File: config.mk
export PLATFORM = sky130hd
export DESIGN_NAME = lnrv_icb_splt
export DESIGN_NICKNAME = d
export VERILOG_FILES = /design/src/rtl/lnrv_icb_splt.sv
export SDC_FILE = /design/constraint.sdc
export NUM_CORES = 1
export LEC_CHECK = 0
export CAP_MARGIN = 0
export CORE_AREA = 10 10 302 304
export CTS_CLUSTER_DIAMETER = 40
export DETAILED_ROUTE_END_ITERATION = 12
export DIE_AREA = 0 0 312 314
export GPL_ROUTABILITY_DRIVEN = 0
export PLACE_DENSITY = 0.34
export SETUP_SLACK_MARGIN = 0.4
export SYNTH_ARGS = -nofsm -noshare
export SYNTH_HDL_FRONTEND = slang
export SYNTH_SLANG_ARGS = --single-unit
File: constraint.sdc
create_clock -name clk -period 5.2 [get_ports clk]
set_input_delay 0.78 -clock clk [delete_from_list [all_inputs] [get_ports clk]]
set_output_delay 0.78 -clock clk [all_outputs]
set_load 0.02 [all_outputs]
File: src/rtl/lnrv_icb_splt.sv
// ICB splitter: one master fanned out to P_ICB_COUNT address-decoded slaves with
// up to P_OTS_COUNT outstanding commands. Unmapped addresses go to a built-in error responder.
module lnrv_icb_splt #(
  parameter int unsigned P_ADDR_WIDTH = 32,
  parameter int unsigned P_DATA_WIDTH = 32,
  parameter int unsigned P_ICB_COUNT  = 4,
  parameter int unsigned P_OTS_COUNT  = 4,
  parameter logic [31:0] P_ERR_RDATA  = 32'hDEAD_BEEF
) (
  input  logic                                     clk,
  input  logic                                     reset_n,
  input  logic                                     m_icb_cmd_vld,
  output logic                                     m_icb_cmd_rdy,
  input  logic                                     m_icb_cmd_write,
  input  logic [P_ADDR_WIDTH-1:0]                  m_icb_cmd_addr,
  input  logic [P_DATA_WIDTH-1:0]                  m_icb_cmd_wdata,
  input  logic [P_DATA_WIDTH/8-1:0]                m_icb_cmd_wstrb,
  output logic                                     m_icb_rsp_vld,
  input  logic                                     m_icb_rsp_rdy,
  output logic [P_DATA_WIDTH-1:0]                  m_icb_rsp_rdata,
  output logic                                     m_icb_rsp_err,
  output logic [P_ICB_COUNT-1:0]                   sn_icb_cmd_vld,
  input  logic [P_ICB_COUNT-1:0]                   sn_icb_cmd_rdy,
  output logic [P_ICB_COUNT-1:0]                   sn_icb_cmd_write,
  output logic [P_ADDR_WIDTH*P_ICB_COUNT-1:0]      sn_icb_cmd_addr,
  output logic [P_DATA_WIDTH*P_ICB_COUNT-1:0]      sn_icb_cmd_wdata,
  output logic [P_DATA_WIDTH/8*P_ICB_COUNT-1:0]    sn_icb_cmd_wstrb,
  input  logic [P_ICB_COUNT-1:0]                   sn_icb_rsp_vld,
  output logic [P_ICB_COUNT-1:0]                   sn_icb_rsp_rdy,
  input  logic [P_ICB_COUNT-1:0]                   sn_icb_rsp_err,
  input  logic [P_DATA_WIDTH*P_ICB_COUNT-1:0]      sn_icb_rsp_rdata,
  input  logic [P_ADDR_WIDTH*P_ICB_COUNT-1:0]      sn_region_base,
  input  logic [P_ADDR_WIDTH*P_ICB_COUNT-1:0]      sn_region_end,
  output logic [$clog2(P_OTS_COUNT+1)-1:0]         ots_cnt,
  output logic                                     busy
);

  localparam int unsigned AW = P_ADDR_WIDTH;
  localparam int unsigned DW = P_DATA_WIDTH;
  localparam int unsigned SW = P_DATA_WIDTH / 8;
  localparam int unsigned N  = P_ICB_COUNT;
  localparam int unsigned CW = $clog2(P_OTS_COUNT + 1);
  localparam int unsigned TW = $clog2(P_ICB_COUNT + 1);

  localparam logic [TW-1:0] TGT_ERR   = TW'(N);
  localparam logic [CW-1:0] CNT_MAX   = CW'(P_OTS_COUNT);
  localparam logic [DW-1:0] ERR_RDATA = DW'(P_ERR_RDATA);

  logic [CW-1:0] cnt;
  logic [TW-1:0] tgt;
  logic [TW-1:0] sel;
  logic [N-1:0]  match;
  logic          sel_rdy;
  logic          allow;
  logic          cmd_hs;
  logic          rsp_hs;

  assign ots_cnt = cnt;
  assign busy    = (cnt != '0);
  assign cmd_hs  = m_icb_cmd_vld & m_icb_cmd_rdy;
  assign rsp_hs  = m_icb_rsp_vld & m_icb_rsp_rdy;

  // Address decode: lowest matching index wins; an end of zero on the last slave makes it the default
  always_comb begin
    match = '0;
    sel   = TGT_ERR;
    for (int i = 0; i < int'(N); i++) begin
      match[i] = (sn_region_base[i*AW +: AW] <= m_icb_cmd_addr) &&
                 (m_icb_cmd_addr < sn_region_end[i*AW +: AW]);
    end
    for (int i = int'(N) - 1; i >= 0; i--) begin
      if (match[i]) sel = TW'(i);
    end
    if ((match == '0) && (sn_region_end[(N-1)*AW +: AW] == '0)) sel = TW'(N - 1);
  end

  // Same-target streaming keeps responses in order; the last pending pop lets a new target in early
  always_comb begin
    allow = (cnt < CNT_MAX) &&
            ((cnt == '0) || (sel == tgt) || ((cnt == CW'(1)) && rsp_hs));
    sel_rdy = (sel == TGT_ERR);
    for (int i = 0; i < int'(N); i++) begin
      if (sel == TW'(i)) sel_rdy = sn_icb_cmd_rdy[i];
    end
    m_icb_cmd_rdy = m_icb_cmd_vld & allow & sel_rdy;
  end

  // Command fan-out: only the selected slave sees the command fields
  always_comb begin
    sn_icb_cmd_vld   = '0;
    sn_icb_cmd_write = '0;
    sn_icb_cmd_addr  = '0;
    sn_icb_cmd_wdata = '0;
    sn_icb_cmd_wstrb = '0;
    for (int i = 0; i < int'(N); i++) begin
      if (sel == TW'(i)) begin
        sn_icb_cmd_vld[i]            = m_icb_cmd_vld & allow;
        sn_icb_cmd_write[i]          = m_icb_cmd_write;
        sn_icb_cmd_addr[i*AW +: AW]  = m_icb_cmd_addr;
        sn_icb_cmd_wdata[i*DW +: DW] = m_icb_cmd_wdata;
        sn_icb_cmd_wstrb[i*SW +: SW] = m_icb_cmd_wstrb;
      end
    end
  end

  // Response return from the current target, or the error responder
  always_comb begin
    m_icb_rsp_vld   = 1'b0;
    m_icb_rsp_rdata = '0;
    m_icb_rsp_err   = 1'b0;
    sn_icb_rsp_rdy  = '0;
    if (tgt == TGT_ERR) begin
      m_icb_rsp_vld   = busy;
      m_icb_rsp_err   = 1'b1;
      m_icb_rsp_rdata = ERR_RDATA;
    end else begin
      for (int i = 0; i < int'(N); i++) begin
        if (tgt == TW'(i)) begin
          m_icb_rsp_vld     = busy & sn_icb_rsp_vld[i];
          m_icb_rsp_rdata   = sn_icb_rsp_rdata[i*DW +: DW];
          m_icb_rsp_err     = sn_icb_rsp_err[i];
          sn_icb_rsp_rdy[i] = busy & m_icb_rsp_rdy;
        end
      end
    end
  end

  // Outstanding tracking
  always_ff @(posedge clk or negedge reset_n) begin
    if (!reset_n) begin
      cnt <= '0;
      tgt <= '0;
    end else begin
      if (cmd_hs) tgt <= sel;
      if (cmd_hs && !rsp_hs) cnt <= cnt + CW'(1);
      else if (!cmd_hs && rsp_hs) cnt <= cnt - CW'(1);
    end
  end

endmodule

==> impl_metrics.env, run 1 <==
export IMPL_setup_slack_ns=0.148
export IMPL_critPathRequiredTime_ns=4.42
export IMPL_synth_top_cell_by_area="ha_1"
export IMPL_final_fill_count=9258
export IMPL_dr_pass1_iters=6
export IMPL_ys_seq_area_share_pct=1.61
export IMPL_die_w_um=312
export IMPL_p_leak_uw=0.0108
export IMPL_grt_max_degree=56
export IMPL_place_ws_ns=-1.36
export IMPL_post_route_drc_count=0
export IMPL_holdCritPathClass="register to register"
export IMPL_final_core_util_pct=26.5
export IMPL_async_reset_ff_share_pct=100
export IMPL_fp_dieH_um=314
export IMPL_io_pins=792
export IMPL_drtAntennaViolNets=0
export IMPL_power_uw=4290
export IMPL_syn_instance_count=1369
export IMPL_timing_final_crit_period_ns=5.05
export IMPL_finalHoldViolCount=0
export IMPL_max_slew_margin_pct=56.1
export IMPL_setup_viol=0
export IMPL_htree_levels=1
export IMPL_yosysMostFrequentCell="ha_1"
export IMPL_grt_overflow=0
export IMPL_finClkSkew_ns=0.00326
export IMPL_clkLatencyLatePin_ns=0.23
export IMPL_cts_root_buf="clkbuf_16"
export IMPL_r2r_end="ots_cnt[2]"
export IMPL_cts_hold_buf=0
export IMPL_timing_rr_start="tgt[0]"
export IMPL_port_buffers=791
export IMPL_place_detailed_hpwl_mm=80.9
export IMPL_via_per_inst=4.16
export IMPL_arrival_ns=4.27
export IMPL_ys_flop_type="dfrtp_1"
export IMPL_maxCapViolCount=0
export IMPL_ys_ff_latch=6
export IMPL_synth_edf_count=0
export IMPL_ys_types=61
export IMPL_cts_buffer_depth=2
export IMPL_cts_tree="built"
export IMPL_path_max_fanout=3
export IMPL_rows=107
export IMPL_start_util_pct=11.0
export IMPL_worstMarginPinSlew_ns=0.658
export IMPL_grt_pass1_wl_mm=125
export IMPL_min_to="ots_cnt[1]"
export IMPL_rsz0062_at_grt="yes"
export IMPL_netlist_area_leader_share_pct=34.4
export IMPL_synthTopCellsByArea="ha_1, and3_1, inv_1, nor2_1, a21oi_1"
export IMPL_max_freq_mhz=198
export IMPL_vias=14800
export IMPL_fin_nets=3137
export IMPL_start_kind="input port"
export IMPL_critPathCaptureType="output pin"
export IMPL_syn_to_final_growth_pct=141
export IMPL_grt_pass1_vias=15700
export IMPL_finalMaxSlewViolations=0
export IMPL_syn_nets=2095
export IMPL_avgSynthCellArea_um2=6.83
export IMPL_track_usage_pct=17.6
export IMPL_min_from="ots_cnt[1]"
export IMPL_post_route_period_util_pct=97.2
export IMPL_power_density_nw_per_um2=191
export IMPL_min_path_cells=2
export IMPL_antenna_found_initial=44
export IMPL_status="completed"
export IMPL_drt_initial_drc_count=732
export IMPL_reg2regPathDepth=16
export IMPL_numCtsBuffers=3
export IMPL_clkTransAtPathRegs_ns=0.03
export IMPL_fp_coreArea_um2=84900
export IMPL_dieArea_um2=98000
export IMPL_vdd_drop_max_mv=0.167
export IMPL_path_class="input port to output pin"
export IMPL_cts_sinks=6
export IMPL_reg2reg_slack_ns=1.95
export IMPL_drt_total_wl_mm=92.5
export IMPL_yosys_warnings=0
export IMPL_synth_cell_area_um2=9350
export IMPL_wl_per_cell_um=25.9
export IMPL_startpoint="sn_region_base[86]"
export IMPL_synthTopCellsByCount="ha_1, inv_1, nor2_1, a21oi_1, and3_1"
export IMPL_drive_above_1_share_pct=26.0
worst max-delay path by stage:
stage                     slack [ns]                  end
after floorplan                 0.54    sn_icb_cmd_vld[2]
final                           0.15    sn_icb_cmd_vld[0]
after global placement         -1.23    sn_icb_cmd_vld[0]
after global routing          -0.003    sn_icb_cmd_vld[0]
after CTS                       0.11  sn_icb_cmd_addr[41]
after detailed placement       -1.36    sn_icb_cmd_vld[2]
power by group:
part           internal (uW)  switching, uW
logic                   1860           2190
clock network            102           29.0
registers               71.2           36.5
what timing repair did:
action / in CTS / in global routing
gates resized for setup: 560 / 202
gates cloned: 2 / 2
hold endpoints to repair: 0 / 0
setup buffers: 53 / 14
pin swaps: 99 / 37
setup endpoints to repair: 287 / 269
critical path, cell delays in order:
cell and delay (ns):
clkdlybuf4s50_1 0.49, ha_1 0.33, nand4_1 0.16, nor4_4 0.40
nand2_4 0.12, o31ai_4 0.10, o2111a_2 0.29, or3b_4 0.40
a2111o_1 0.46, o311ai_4 0.10, nand2_4 0.16, buf_6 0.16
nor3_4 0.17, buf_6 0.15
flip-flops by register name, summed over array words and instances, names as in the netlist:
register and count:
tgt 3, ots_cnt 3
per-stage QoR:
stage	instance area, um2	hold slack [ns]	cells	setup TNS [ns]
3_5_place_dp	20400	0.548	3479	-229.67
3_3_place_gp	20400	0.546	3479	-233.97
6_report	22500	0.575	3570	0
4_1_cts	21800	0.564	3538	0
5_1_grt	22500	0.571	3562	-0.00328
2_1_floorplan	9350	0.484	1369	0
cells in the final DEF, fill, tap and decap left out, drive strengths merged, types with 4 or more instances in the layout:
cell / Yosys / final
a2111oi: 5 / 5
o211ai: 6 / 6
and4: 6 / 6
diode: 0 / 16
o21ai: 25 / 25
nand3: 23 / 23
nor4: 22 / 22
nand2b: 5 / 5
o21a: 6 / 6
mux2i: 28 / 28
dfrtp: 6 / 6
and2: 41 / 41
a221o: 6 / 6
o22ai: 25 / 25
and3: 119 / 119
clkdlybuf4s50: 0 / 513
dlymetal6s2s: 0 / 33
a211oi: 8 / 8
a221oi: 7 / 7
a21oi: 122 / 122
inv: 174 / 171
nor2b: 15 / 15
a21o: 23 / 23
buf: 4 / 375
ha: 257 / 257
clkdlybuf4s15: 0 / 32
dlygate4sd2: 0 / 130
a31oi: 4 / 4
mux4: 8 / 8
nor3: 48 / 48
nand4: 46 / 46
nand2: 59 / 59
clkbuf: 60 / 20
nor2: 172 / 172
per-layer routing:
| layer | part of all wire (%) | GRT usage, % | wire length [um] | up-vias |
|---|---|---|---|---|
| met1 | 41 | 20.5 | 37700 | 7071 |
| met5 | 0.21 | 0 | 192 | - |
| met2 | 51 | 32.5 | 47200 | 571 |
| li1 | - | - | - | 7064 |
| met4 | 1.2 | 2.02 | 1140 | 32 |
| met3 | 6.7 | 4.67 | 6240 | 100 |
logic make-up after synthesis:
kind of cell               synth area share (%)
AOI/OAI and AO/OA                          17.6
xor gates and xnor gates                  0.281
adders and majority gates                  34.4
buffers and inverters                      9.64
DFF                                        1.61
muxes                                      5.29
and+or+nand+nor                            31.2
cell type report:
class	instances	area, um2	area share [%]
inverters	174	694	3.09
flip-flops and latches	6	153	0.679
diodes	16	40.0	0.178
well taps	1144	1430	6.37
clock buffers	4	78.8	0.351
repair buffers	1101	10400	46.3
multi-input cells	1125	9680	43.1
Note: power is estimated with default switching activity, not from simulation.
==> run 2: changes to the inputs <==
- CTS_BUF_LIST: not set -> sky130_fd_sc_hd__clkbuf_2
==> run 2 against run 1 <==
  * Power decreased by 2.1%
  * Routed wire length about the same
  * Register-to-register slack about the same
  * Global-route usage about the same
  * Sequential power about the same
  * Hold slack improved by 0.0081 ns
  * Clock skew increased by 0.017 ns
  * Via count decreased by 0.24%
  * First-iteration DRC count decreased by 4.0%
  * Fmax increased by 0.32%
  * Die area unchanged
==> impl_metrics.env, run 2 (same netlist as run 1, synthesis figures left out) <==
export IMPL_multi_input_area_um2=9680
export IMPL_cts_buffer_depth=2
export IMPL_critPathRequiredTime_ns=4.42
export IMPL_met3_length_mm=6.28
export IMPL_finalMaxSlewViolations=0
export IMPL_place_detailed_hpwl_mm=80.9
export IMPL_finClkSkew_ns=0.0204
export IMPL_fin_setup_tns_ns=0
export IMPL_setup_viol=0
export IMPL_post_route_drc_count=0
export IMPL_layout_common_cells="clkdlybuf4s50_1, buf_4, ha_1"
export IMPL_wl_met2_mm=47.3
export IMPL_p_int_uw=1960
export IMPL_maxCapViolCount=0
export IMPL_placed_cell_area_um2=20400
export IMPL_syn_to_final_growth_pct=140
export IMPL_cts_sinks=6
export IMPL_rows=107
export IMPL_regArea_um2=153
export IMPL_pwr_share_seq_pct=2.5
export IMPL_drt_total_wl_mm=92.5
export IMPL_cts_tree="built"
export IMPL_drive_above_1_share_pct=26.1
export IMPL_post_route_period_util_pct=96.9
export IMPL_status="completed"
export IMPL_cts_root_buf="clkbuf_2"
export IMPL_m1WireLength_mm=37.6
export IMPL_path_class="input port to output pin"
export IMPL_finalHoldViolCount=0
export IMPL_clkTransAtPathRegs_ns=0.06
export IMPL_fp_coreArea_um2=84900
export IMPL_clockPowerShare_pct=1.0
export IMPL_max_freq_mhz=199
export IMPL_grt_max_degree=56
export IMPL_final_common_cell="clkdlybuf4s50_1"
export IMPL_drtAntennaViolNets=0
export IMPL_antenna_found_initial=46
export IMPL_wl_per_cell_um=25.9
export IMPL_power_density_nw_per_um2=188
export IMPL_fin_nets=3137
export IMPL_fin_area_um2=22400
export IMPL_critPathCaptureType="output pin"
export IMPL_final_core_util_pct=26.4
export IMPL_path_max_fanout=3
export IMPL_p_leak_uw=0.0108
export IMPL_dieArea_um2=98000
export IMPL_htree_levels=1
export IMPL_p_sw_share_pct=53.5
export IMPL_rsz0062_at_grt="yes"
export IMPL_io_pins=792
export IMPL_vias=14800
export IMPL_dr_pass1_iters=5
export IMPL_max_slew_margin_pct=56.4
export IMPL_track_usage_pct=17.6
export IMPL_start_util_pct=11.0
export IMPL_numCtsBuffers=3
export IMPL_fp_dieH_um=314
export IMPL_port_buffers=791
export IMPL_top_layer="met5"
export IMPL_drt_initial_drc_count=703
export IMPL_clkLatencyLatePin_ns=0.24
export IMPL_via_per_inst=4.15
export IMPL_grt_overflow=0
export IMPL_grt_pass1_vias=15700
export IMPL_grt_pass1_wl_mm=125
export IMPL_switchingPower_uw=2250
export IMPL_holdCritPathClass="register to register"
export IMPL_arrival_ns=4.26
export IMPL_worstMarginPinSlew_ns=0.655
export IMPL_vdd_drop_max_mv=0.136
export IMPL_power_frac_comb_pct=96.5
export IMPL_final_fill_count=9265
export IMPL_cts_hold_buf=0
export IMPL_die_w_um=312
export IMPL_start_kind="input port"
export IMPL_timing_final_crit_period_ns=5.04
-- run 2: area by class of cell --
type                    count  area share [%]
diodes                     15           0.167
clock buffers               4          0.0893
inverters                 174            3.10
multi-input cells        1125            43.2
flip-flops and latches      6           0.681
well taps                1144            6.38
repair buffers           1101            46.4
-- run 2: final timing paths --
check                              startpoint                end  slack, ns  depth (start not counted)
setup / recovery           sn_region_base[86]  sn_icb_cmd_vld[0]       0.16                         14
setup reg to reg                       tgt[1]         ots_cnt[1]       1.94                         16
hold reg to reg                    ots_cnt[1]         ots_cnt[1]       0.58                          2
max in group asynchronous             reset_n             tgt[0]       4.13                          1
min in group asynchronous             reset_n         ots_cnt[2]       0.80                          1
hold / removal                     ots_cnt[1]         ots_cnt[1]       0.58                          2
-- run 2: power groups by stage --
| stage | clock network, uW | registers [uW] | logic [uW] |
|---|---|---|---|
| 3_5_place_dp | 0 | 107 | 3800 |
| 4_1_cts | 42.9 | 108 | 4000 |
| 6_report | 41.1 | 107 | 4060 |
| 5_1_grt | 48.3 | 112 | 4320 |
| 2_1_floorplan | 0 | 102 | 1700 |
| 3_3_place_gp | 0 | 107 | 3780 |
-- run 2: per-stage QoR --
step                      total power, uW  cells  hold slack [ns]  setup slack [ns]
after floorplan                      1800   1369            0.484             0.542
after global placement               3890   3479            0.546             -1.23
after detailed placement             3900   3479            0.548             -1.36
after CTS                            4150   3538            0.570             0.108
after global routing                 4480   3563            0.580          -0.00328
final                                4200   3569            0.583             0.164
-- run 2: critical path, cell delays in order --
cell and delay, ns:
clkdlybuf4s50_1 0.49, ha_1 0.33, nand4_1 0.16, nor4_4 0.40, nand2_4 0.12, o31ai_4 0.10
o2111a_2 0.28, or3b_4 0.40, a2111o_1 0.46, o311ai_4 0.10, nand2_4 0.16, buf_6 0.16
nor3_4 0.17, buf_6 0.15
-- run 2: timing repair --
action / 4_1_cts / 5_1_grt
endpoints found under the hold margin: 0 / 0
pin swaps: 99 / 37
endpoints found under the setup margin: 287 / 269
setup buffers: 53 / 14
gates resized for setup: 560 / 202
cloned: 2 / 2
-- run 2: layer usage --
layer,vias to the layer above,GRT usage (%)
met3,95,4.72
met1,7053,20.5
li1,7061,-
met2,560,32.5
met4,34,2.02
met5,-,0
